`config.mk`:
```
export PLATFORM = sky130hd
export DESIGN_NAME = mem_arbiter
export DESIGN_NICKNAME = d
export VERILOG_FILES = /design/src/rtl/mem_arbiter.sv
export SDC_FILE = /design/constraint.sdc
export NUM_CORES = 1
export LEC_CHECK = 0
export CAP_MARGIN = 20
export CORE_ASPECT_RATIO = 0.5
export CORE_MARGIN = 4
export CORE_UTILIZATION = 34
export DETAILED_ROUTE_END_ITERATION = 12
export HOLD_SLACK_MARGIN = 0.03
export PLACE_DENSITY = 0.72
export SYNTH_ARGS = -nofsm -noshare
export SYNTH_HDL_FRONTEND = slang
export SYNTH_SLANG_ARGS = --single-unit
```
`constraint.sdc`:
```
create_clock -name clk -period 3.2 [get_ports clk]
set_clock_uncertainty 0.15 [all_clocks]
set_input_delay 0.32 -clock clk [delete_from_list [all_inputs] [get_ports clk]]
set_output_delay 0.32 -clock clk [all_outputs]
set_load 0.05 [all_outputs]
```
`src/rtl/mem_arbiter.sv`:
```
// Two-port arbiter in front of a single-port synchronous memory.
// Grants one access at a time and returns done plus read data.
module mem_arbiter #(
  parameter int ADDR_WIDTH = 6,
  parameter int DATA_WIDTH = 16,
  parameter int RR         = 1
) (
  input  logic                  clk,
  input  logic                  rst_n,
  input  logic                  req0,
  input  logic                  req1,
  input  logic                  we0,
  input  logic                  we1,
  input  logic [ADDR_WIDTH-1:0] addr0,
  input  logic [ADDR_WIDTH-1:0] addr1,
  input  logic [DATA_WIDTH-1:0] wdata0,
  input  logic [DATA_WIDTH-1:0] wdata1,
  output logic                  gnt0,
  output logic                  gnt1,
  output logic                  done0,
  output logic                  done1,
  output logic [DATA_WIDTH-1:0] rdata,
  output logic                  mem_we,
  output logic [ADDR_WIDTH-1:0] mem_addr,
  output logic [DATA_WIDTH-1:0] mem_data,
  input  logic [DATA_WIDTH-1:0] mem_out,
  output logic                  busy
);

  typedef enum logic [1:0] {
    IDLE,
    ACCESS,
    CAPTURE
  } state_t;

  state_t state, state_nx;

  logic                  last, last_nx;
  logic                  op, op_nx;
  logic                  cur, cur_nx;
  logic                  win;
  logic                  gnt0_nx, gnt1_nx;
  logic                  done0_nx, done1_nx;
  logic                  mem_we_nx, busy_nx;
  logic [ADDR_WIDTH-1:0] mem_addr_nx;
  logic [DATA_WIDTH-1:0] mem_data_nx;
  logic [DATA_WIDTH-1:0] rdata_nx;

  // Under contention the port that did not win last time goes next.
  always_comb begin
    win = 1'b0;
    unique case (1'b1)
      (req0 & req1):  win = (RR != 0) ? ~last : 1'b0;
      (req0 & ~req1): win = 1'b0;
      (~req0 & req1): win = 1'b1;
      default:        win = 1'b0;
    endcase
  end

  always_comb begin
    state_nx    = state;
    last_nx     = last;
    op_nx       = op;
    cur_nx      = cur;
    gnt0_nx     = 1'b0;
    gnt1_nx     = 1'b0;
    done0_nx    = 1'b0;
    done1_nx    = 1'b0;
    mem_we_nx   = 1'b0;
    mem_addr_nx = mem_addr;
    mem_data_nx = mem_data;
    rdata_nx    = rdata;
    unique case (state)
      IDLE: begin
        if (req0 | req1) begin
          state_nx    = ACCESS;
          cur_nx      = win;
          last_nx     = win;
          op_nx       = win ? we1 : we0;
          mem_we_nx   = win ? we1 : we0;
          mem_addr_nx = win ? addr1 : addr0;
          mem_data_nx = win ? wdata1 : wdata0;
          gnt0_nx     = ~win;
          gnt1_nx     = win;
        end
      end
      ACCESS: begin
        state_nx = CAPTURE;
      end
      CAPTURE: begin
        state_nx = IDLE;
        if (!op) rdata_nx = mem_out;
        done0_nx = ~cur;
        done1_nx = cur;
      end
      default: begin
        state_nx = IDLE;
      end
    endcase
    busy_nx = (state_nx != IDLE);
  end

  always_ff @(posedge clk or negedge rst_n) begin
    if (!rst_n) begin
      state    <= IDLE;
      last     <= 1'b1;
      op       <= 1'b0;
      cur      <= 1'b0;
      gnt0     <= 1'b0;
      gnt1     <= 1'b0;
      done0    <= 1'b0;
      done1    <= 1'b0;
      mem_we   <= 1'b0;
      busy     <= 1'b0;
      mem_addr <= '0;
      mem_data <= '0;
      rdata    <= '0;
    end else begin
      state    <= state_nx;
      last     <= last_nx;
      op       <= op_nx;
      cur      <= cur_nx;
      gnt0     <= gnt0_nx;
      gnt1     <= gnt1_nx;
      done0    <= done0_nx;
      done1    <= done1_nx;
      mem_we   <= mem_we_nx;
      busy     <= busy_nx;
      mem_addr <= mem_addr_nx;
      mem_data <= mem_data_nx;
      rdata    <= rdata_nx;
    end
  end

endmodule

```
==> results.yml, run 1 <==
outcome:
  status: "completed"
route:
  firstDrtPassIters: 4
  drt_iter0_drc: 85
  final_antenna_net_count: 0
  drc_errors: 0
  viasPerCell: 4.91
  num_vias: 1708
  post_drt_wl_per_cell_um: 16.3
  drt_wl_total_um: 5660
logic_synthesis:
  ys_warn_count: 0
  synth-seq-cells: 49
  syn_area_mm2: 0.00200
  synthCells: 165
  ys_seq_area_frac: 0.614
  synth_nets: 231
  synth.distinct_cells: 26
  synth_area_per_cell_um2: 12.1
pwr:
  vdd_ir_drop_max_v: 0.000530
  leakage_nw: 1.43
  power_density_mw_per_mm2: 1180
global_routing:
  grt_max_degree: 50
  antenna_found_initial: 0
  grt_pass1_wl_um: 9290
  grt_overflow_total: 0
  groute.usage.overall: 0.161
  grt_pass1_vias: 1848
clock_network:
  clk_latency_ns: 0.29
  cts_tree: "done"
  cts_setup_buffers: 0
  htreeDepth: 2
  numCtsBuffers: 5
  cts_buffer_depth: 2
  cts_sinks: 49
  clk_pin_slew_ns: 0.07
  cts_root_buffer: "clkbuf_16"
setup_path:
  crit_type: "input port to flip-flop"
  worstPathRequired_ns: 3.20
  reg2reg_depth: 5
  reg2reg_slack_ns: 1.29
  r2r-end: "mem_addr[1]$_DFFE_PN0P_"
  startpoint_type: "input port"
  reg2reg_from: "state[1]$_DFF_PN0_"
  end_kind: "flip-flop"
  arrival_ns: 2.14
  critPathMaxFanout: 15
final_layout:
  final_common_cell: "clkdlybuf4s50_1"
  fill_cells: 454
  final_cell_mix: "clkdlybuf4s50_1, dfrtp_1, nand2_1"
  syn_to_final_growth_pct: 66.8
  multi_input_area_um2: 696
  drive_gt1_frac: 0.124
  seq_area_mm2: 0.00123
  fin_nets: 340
  diodes: 0
  fin_cells: 348
floorplanning:
  io_pins: 110
  dieArea_mm2: 0.00725
  die_w_um: 116
  row_count: 19
  core_mm2: 0.00559
  initial_utilization: 0.358
  fp.dieH_um: 62.2
timing:
  setup_tns_ns: 0
  setup_viol: 0
  maxSlewViolCount: 0
  grt_setup_unrepaired: "no"
  clock.fmax_mhz: 466
  relSlewSlack: 0.586
  min_period_ns: 2.15
  worst_pin_slew_ns: 0.621
  finalHoldViolCount: 0
  finalCritPeriodShare: 0.671
min_path:
  hold_start: "cur$_DFFE_PN0P_"
  holdPathEnd: "done0$_DFF_PN0_"
  hold_path.class: "flip-flop to flip-flop"
  holdPathStages: 1
run:
  drv_cap: 0
placement:
  port_buffers: 109
  place_inst: 338
  dp_hpwl_um: 4120
  place.gp.congestion: 0.734
stage by stage:
stage               utilization  worst slack [ns]  total power [W]  area, um^2  hold WS (ns)
global placement          0.559             0.878          0.00330        3120         0.298
detailed placement        0.559             0.791          0.00335        3120         0.305
finish                    0.597              1.05          0.00395        3340         0.316
CTS                       0.591              1.08          0.00396        3300         0.118
global route              0.597             0.918          0.00414        3340         0.338
floorplan                     -              1.66          0.00257        2000        -0.126
routing by layer:
| metal | wire [um] | part of all wire | up-vias | global-route usage |
|---|---|---|---|---|
| met5 | 0 | 0 | - | 0 |
| met4 | 48 | 0.0085 | 0 | 0.0376 |
| met3 | 351 | 0.062 | 6 | 0.0563 |
| met2 | 3040 | 0.54 | 51 | 0.284 |
| met1 | 2220 | 0.39 | 842 | 0.188 |
| li1 | - | - | 809 | - |
state kept, by name, indices dropped and copies added, names as in the netlist:
| signal | flops |
|---|---|
| cur | 1 |
| mem_we | 1 |
| rdata | 16 |
| done1 | 1 |
| done0 | 1 |
| mem_addr | 6 |
| busy | 1 |
| state | 2 |
| gnt0 | 1 |
| op | 1 |
| mem_data | 16 |
| last | 1 |
| gnt1 | 1 |
worst max-delay path by stage:
stage	start	endpoint	cells after the start	slack, ns
after floorplan	state[0]$_DFF_PN0_	rdata[10]$_DFFE_PN0P_	4	1.66
after global placement	req0	mem_data[11]$_DFFE_PN0P_	5	0.88
after detailed placement	req0	mem_data[9]$_DFFE_PN0P_	5	0.79
after CTS	req0	mem_data[9]$_DFFE_PN0P_	5	1.08
after global routing	req1	mem_data[9]$_DFFE_PN0P_	5	0.92
final	req0	mem_addr[1]$_DFFE_PN0P_	5	1.05
synth_stat cells:
master / instances / share of area
inv_1: 2 / 0.0038
a21bo_2: 1 / 0.0050
or2_1: 1 / 0.0031
a21boi_0: 1 / 0.0038
and3_4: 1 / 0.0056
buf_2: 5 / 0.013
a31oi_1: 12 / 0.038
nor2_4: 1 / 0.0056
and3_1: 11 / 0.034
nand2b_1: 1 / 0.0031
o21ai_0: 1 / 0.0025
nand2_1: 24 / 0.045
clkbuf_1: 2 / 0.0038
nor2_1: 3 / 0.0056
a21o_1: 2 / 0.0075
nand2_2: 1 / 0.0031
nor2_2: 1 / 0.0031
nor3_1: 1 / 0.0025
dfstp_2: 1 / 0.013
mux2_2: 16 / 0.090
mux2i_1: 1 / 0.0050
buf_6: 2 / 0.011
buf_4: 2 / 0.0075
a221o_1: 10 / 0.050
dfrtp_1: 48 / 0.60
a21oi_1: 14 / 0.035
report_power, final:
group          switching [W]  total (W)  internal [W]
combinational        0.00142    0.00223      0.000807
clock               0.000223   0.000612      0.000390
sequential          0.000174    0.00110      0.000929
total                0.00182    0.00395       0.00213
cell type report:
| type | count | share of cell area |
|---|---|---|
| inverter | 2 | 0.00225 |
| clock inverter | 2 | 0.0112 |
| sequential | 49 | 0.368 |
| tap | 73 | 0.0274 |
| timing repair buffer | 113 | 0.341 |
| clock buffer | 6 | 0.0416 |
| multi-input combinational | 103 | 0.208 |
worst max-delay path, cell delays in order:
cell and delay, ns:
clkdlybuf4s50_1 0.50, or2_1 0.45, nand2_2 0.30, inv_1 0.41, a31oi_1 0.16
repair_timing:
item | 4_1_cts | 5_1_grt
hold endpoints to repair | 0 | 25
hold buffers | 0 | 1
endpoints found under the setup margin | 0 | 0
gates resized for setup | 0 | 0
kinds of logic after synthesis:
| logic type | share of synthesized area |
|---|---|
| AND/OR/NAND/NOR | 0.111 |
| flip-flops | 0.614 |
| buffers and inverters | 0.0388 |
| AO/OA/AOI/OAI | 0.141 |
| multiplexers | 0.0951 |
No activity file was read; power rests on OpenSTA's default activity.
==> inputs of run 2 (changes only) <==
clock period = 2.1 ns   (was 3.2 ns; I/O delays follow)
==> results.yml, run 2 (synthesis results as in run 1) <==
clock_network:
  htreeDepth: 2
  clk_latency_ns: 0.28
  clk_pin_slew_ns: 0.06
  cts_root_buffer: "clkbuf_16"
  numCtsBuffers: 5
  cts_buffer_depth: 2
  cts_tree: "done"
  cts_sinks: 49
route:
  viasPerCell: 4.96
  firstDrtPassIters: 4
  post_drt_wl_per_cell_um: 16.2
  drc_errors: 0
  num_vias: 1742
  drt_wl_total_um: 5700
  final_antenna_net_count: 0
  drt_iter0_drc: 108
timing:
  finalHoldViolCount: 0
  maxSlewViolCount: 0
  setup_tns_ns: 0
  grt_setup_unrepaired: "no"
  finalCritPeriodShare: 0.873
  min_period_ns: 1.83
  relSlewSlack: 0.589
  worst_pin_slew_ns: 0.617
  setup_viol: 0
  clock.fmax_mhz: 546
final_layout:
  drive_gt1_frac: 0.129
  fill_cells: 462
  fin_cells: 351
  final_common_cell: "clkdlybuf4s50_1"
  syn_to_final_growth_pct: 65.6
  fin_nets: 344
  final_cell_mix: "clkdlybuf4s50_1, dfrtp_1, nand2_1"
  reg_top3: "mem_data x16, rdata x16, mem_addr x6"
  diodes: 0
global_routing:
  grt_overflow_total: 0
  antenna_found_initial: 0
  groute.usage.overall: 0.163
  grt_pass1_vias: 1866
  grt_max_degree: 50
  grt_pass1_wl_um: 9410
pwr:
  vdd_ir_drop_max_v: 0.000995
  power_density_mw_per_mm2: 1780
  pwr-share-seq: 0.285
  leakage_nw: 1.43
  swShare: 0.467
  pwr-share-clk: 0.131
  comb_power_share: 0.584
  p_sw_w: 0.00275
  p_int_w: 0.00314
setup_path:
  startpoint_type: "flip-flop"
  cp_slowest_cell: "clkdlybuf4s50_1"
  path_buf_inv: 1
  path_cells: "clkdlybuf4s50_1"
  crit_family: "buffers and inverters"
  worstPathRequired_ns: 1.74
  end_kind: "primary output"
  critPathMaxFanout: 2
  crit_type: "flip-flop to primary output"
  arrival_ns: 1.47
  critical_path.max_stage_delay_ns: 0.84
floorplanning:
  initial_utilization: 0.358
  dieArea_mm2: 0.00725
  die_w_um: 116
  core_mm2: 0.00559
  io_pins: 110
  row_count: 19
  fp.dieH_um: 62.2
outcome:
  status: "completed"
run:
  drv_cap: 0
placement:
  place.gp.congestion: 0.742
  port_buffers: 109
  place_inst: 343
  dp_hpwl_um: 4290
min_path:
  hold_path.class: "flip-flop to flip-flop"
run 2: power groups by stage:
stage          clock (W)  sequential [W]  combinational [W]
6_report        0.000773         0.00168            0.00344
5_1_grt         0.000832         0.00174            0.00360
4_1_cts         0.000792         0.00168            0.00346
3_5_place_dp           0         0.00169            0.00345
3_3_place_gp           0         0.00168            0.00339
2_1_floorplan          0         0.00310           0.000825
run 2: per-layer routing:
| metal | wire (um) | up-vias | track usage | share of wire |
|---|---|---|---|---|
| met4 | 46 | 0 | 0.0347 | 0.0081 |
| met3 | 263 | 6 | 0.0446 | 0.046 |
| li1 | - | 816 | - | - |
| met1 | 2240 | 869 | 0.194 | 0.39 |
| met5 | 0 | - | 0 | 0 |
| met2 | 3150 | 51 | 0.292 | 0.55 |
run 2: through the flow:
stage / area [um^2] / utilization / power, W / setup WS (ns) / hold slack [ns]
after floorplan: 2000 / - / 0.00392 / 0.564 / -0.236
after global placement: 3160 / 0.566 / 0.00507 / 0.261 / 0.188
after detailed placement: 3160 / 0.566 / 0.00514 / 0.200 / 0.196
after CTS: 3310 / 0.593 / 0.00593 / 0.261 / 0.310
after global routing: 3310 / 0.593 / 0.00617 / 0.222 / 0.327
final: 3310 / 0.593 / 0.00588 / 0.267 / 0.306
run 2: path summary, 6_finish.rpt:
check                                   startpoint                  endpoint  slack, ns  depth (start not counted)
max                        mem_data[6]$_DFFE_PN0P_               mem_data[6]       0.27                          1
min                                cur$_DFFE_PN0P_           done0$_DFF_PN0_       0.31                          1
max reg2reg                       last$_DFFE_PN1P_            op$_DFFE_PN0P_       0.44                          4
min reg2reg                        cur$_DFFE_PN0P_           done0$_DFF_PN0_       0.31                          1
max in group asynchronous                    rst_n      rdata[4]$_DFFE_PN0P_       0.96                          3
min in group asynchronous                    rst_n  mem_data[14]$_DFFE_PN0P_       0.41                          3
run 2: timing repair:
action / 4_1_cts / 5_1_grt
hold endpoints to repair: 48 / 0
buffers inserted: 0 / 0
gates resized for setup: 0 / 0
hold buffers: 1 / 0
run 2: area by class of cell:
class,instances,area [um^2],share of cell area
flip-flops and latches,49,1230,0.370
repair buffers,117,1150,0.347
inverters,2,7.51,0.00227
well taps,73,91.3,0.0276
multi-input cells,103,696,0.210
clock buffers,7,143,0.0431
==> inputs of run 3 (changes only) <==
CORE_UTILIZATION = 38   (was 34)
PLACE_DENSITY = 0.79   (was 0.72)
==> results.yml, run 3 (synthesis results as in run 1) <==
outcome:
  status: "completed"
clock_network:
  clk_pin_slew_ns: 0.09
  cts_root_buffer: "clkbuf_8"
  cts_sinks: 49
  clk_latency_ns: 0.31
  htreeDepth: 2
  numCtsBuffers: 5
  cts_buffer_depth: 2
  cts_resized: 0
  cts_tree: "done"
floorplanning:
  dieArea_mm2: 0.00656
  io_pins: 110
  core_mm2: 0.00500
  initial_utilization: 0.400
  fp.dieH_um: 59.3
  die_w_um: 111
  row_count: 18
pwr:
  power_density_mw_per_mm2: 1780
  vdd_ir_drop_max_v: 0.000881
  leakage_nw: 1.43
final_layout:
  diodes: 0
  final_core_util: 0.662
  multi_input_area_um2: 696
  fill_cells: 389
  drive_gt1_frac: 0.139
  fin_nets: 345
  syn_to_final_growth_pct: 65.5
  final_common_cell: "clkdlybuf4s50_1"
  seq_area_mm2: 0.00123
  fin_cells: 350
  reg_top3: "mem_data x16, rdata x16, mem_addr x6"
  final_cell_mix: "clkdlybuf4s50_1, dfrtp_1, nand2_1"
min_path:
  hold_path.class: "input port to async pin"
timing:
  grt_setup_unrepaired: "no"
  clock.fmax_mhz: 536
  setup_tns_ns: 0
  maxSlewViolCount: 0
  finalHoldViolCount: 0
  worst_pin_slew_ns: 0.537
  relSlewSlack: 0.641
  finalCritPeriodShare: 0.889
  setup_viol: 0
  min_period_ns: 1.87
  fin_ws_ns: 0.234
setup_path:
  critical_path.max_stage_delay_ns: 0.82
  arrival_ns: 1.51
  end_kind: "primary output"
  startpoint_type: "flip-flop"
  cp_slowest_cell: "clkdlybuf4s50_1"
  worstPathRequired_ns: 1.74
  path_cells: "clkdlybuf4s50_1"
  path_buf_inv: 1
  critPathMaxFanout: 2
  crit_type: "flip-flop to primary output"
  crit_family: "buffers and inverters"
global_routing:
  grt_pass1_wl_um: 8780
  grt_max_degree: 23
  groute.usage.overall: 0.168
  grt_pass1_vias: 1770
  antenna_found_initial: 0
  grt_overflow_total: 0
route:
  firstDrtPassIters: 5
  drt_iter0_drc: 93
  num_vias: 1721
  post_drt_wl_per_cell_um: 15.6
  final_antenna_net_count: 0
  drc_errors: 0
  viasPerCell: 4.92
  drt_wl_total_um: 5470
run:
  drv_cap: 0
placement:
  port_buffers: 109
  place_inst: 341
  dp_slack_ns: 0.177
  dp_hpwl_um: 4290
  place.gp.congestion: 0.752
[run 3: cell types whose count changed in the layout (fill, tap and decap cells not counted)]
cell	change
buf_4	+1
bufinv_16	+2
clkbuf_16	-5
clkbuf_8	+4
clkbuf_1	-1
inv_6	+1
[run 3: repair_timing]
item,CTS,global route
buffers inserted,0,0
endpoints found under the hold margin,20,0
hold buffers,1,0
endpoints found under the setup margin,0,0
[run 3: final cells by class]
cell class                      count  share of cell area
Sequential cell                    49               0.371
Timing Repair Buffer              118               0.349
Multi-Input combinational cell    103               0.210
Tap cell                           70              0.0264
Clock buffer                        5              0.0208
Clock inverter                      3              0.0208
Inverter                            2             0.00227
[run 3: worst paths after layout]
check / from / to / slack (ns) / cells after the start
hold reg to reg: cur$_DFFE_PN0P_ / done0$_DFF_PN0_ / 0.30 / 1
hold / removal: rst_n / rdata[8]$_DFFE_PN0P_ / 0.24 / 2
setup / recovery: mem_data[3]$_DFFE_PN0P_ / mem_data[3] / 0.23 / 1
setup reg to reg: state[1]$_DFF_PN0_ / mem_data[9]$_DFFE_PN0P_ / 0.39 / 4
min in group clk: cur$_DFFE_PN0P_ / done0$_DFF_PN0_ / 0.30 / 1
max in group asynchronous: rst_n / last$_DFFE_PN1P_ / 0.90 / 3
[run 3: per-stage QoR]
stage	hold slack [ns]	cell area, um^2	total power (W)
6_report	0.244	3310	0.00589
5_1_grt	0.271	3310	0.00617
4_1_cts	0.229	3310	0.00595
3_5_place_dp	0.0421	3160	0.00513
3_3_place_gp	0.0396	3160	0.00506
2_1_floorplan	-0.236	2000	0.00392
[run 3: report_power, final]
part	total [W]	switching, W	internal, W
combinational	0.00341	0.00216	0.00125
sequential	0.00169	0.000272	0.00141
clock	0.000796	0.000317	0.000479
total	0.00589	0.00275	0.00315
[run 3: worst reg2reg max path, delay by kind of cell, from the launching register on]
| family | cells | cell delay, ns |
|---|---|---|
| AND/OR/NAND/NOR | 2 | 0.40 |
| AO/OA/AOI/OAI | 1 | 0.17 |
| flip-flops | 1 | 0.45 |
| buffers and inverters | 1 | 0.39 |
[run 3: metal layers]
layer,global-route usage,vias to the layer above,wire (um)
li1,-,822,-
met1,0.195,848,2110
met4,0.0421,0,57
met3,0.0418,6,255
met5,0,-,0
met2,0.319,45,3050
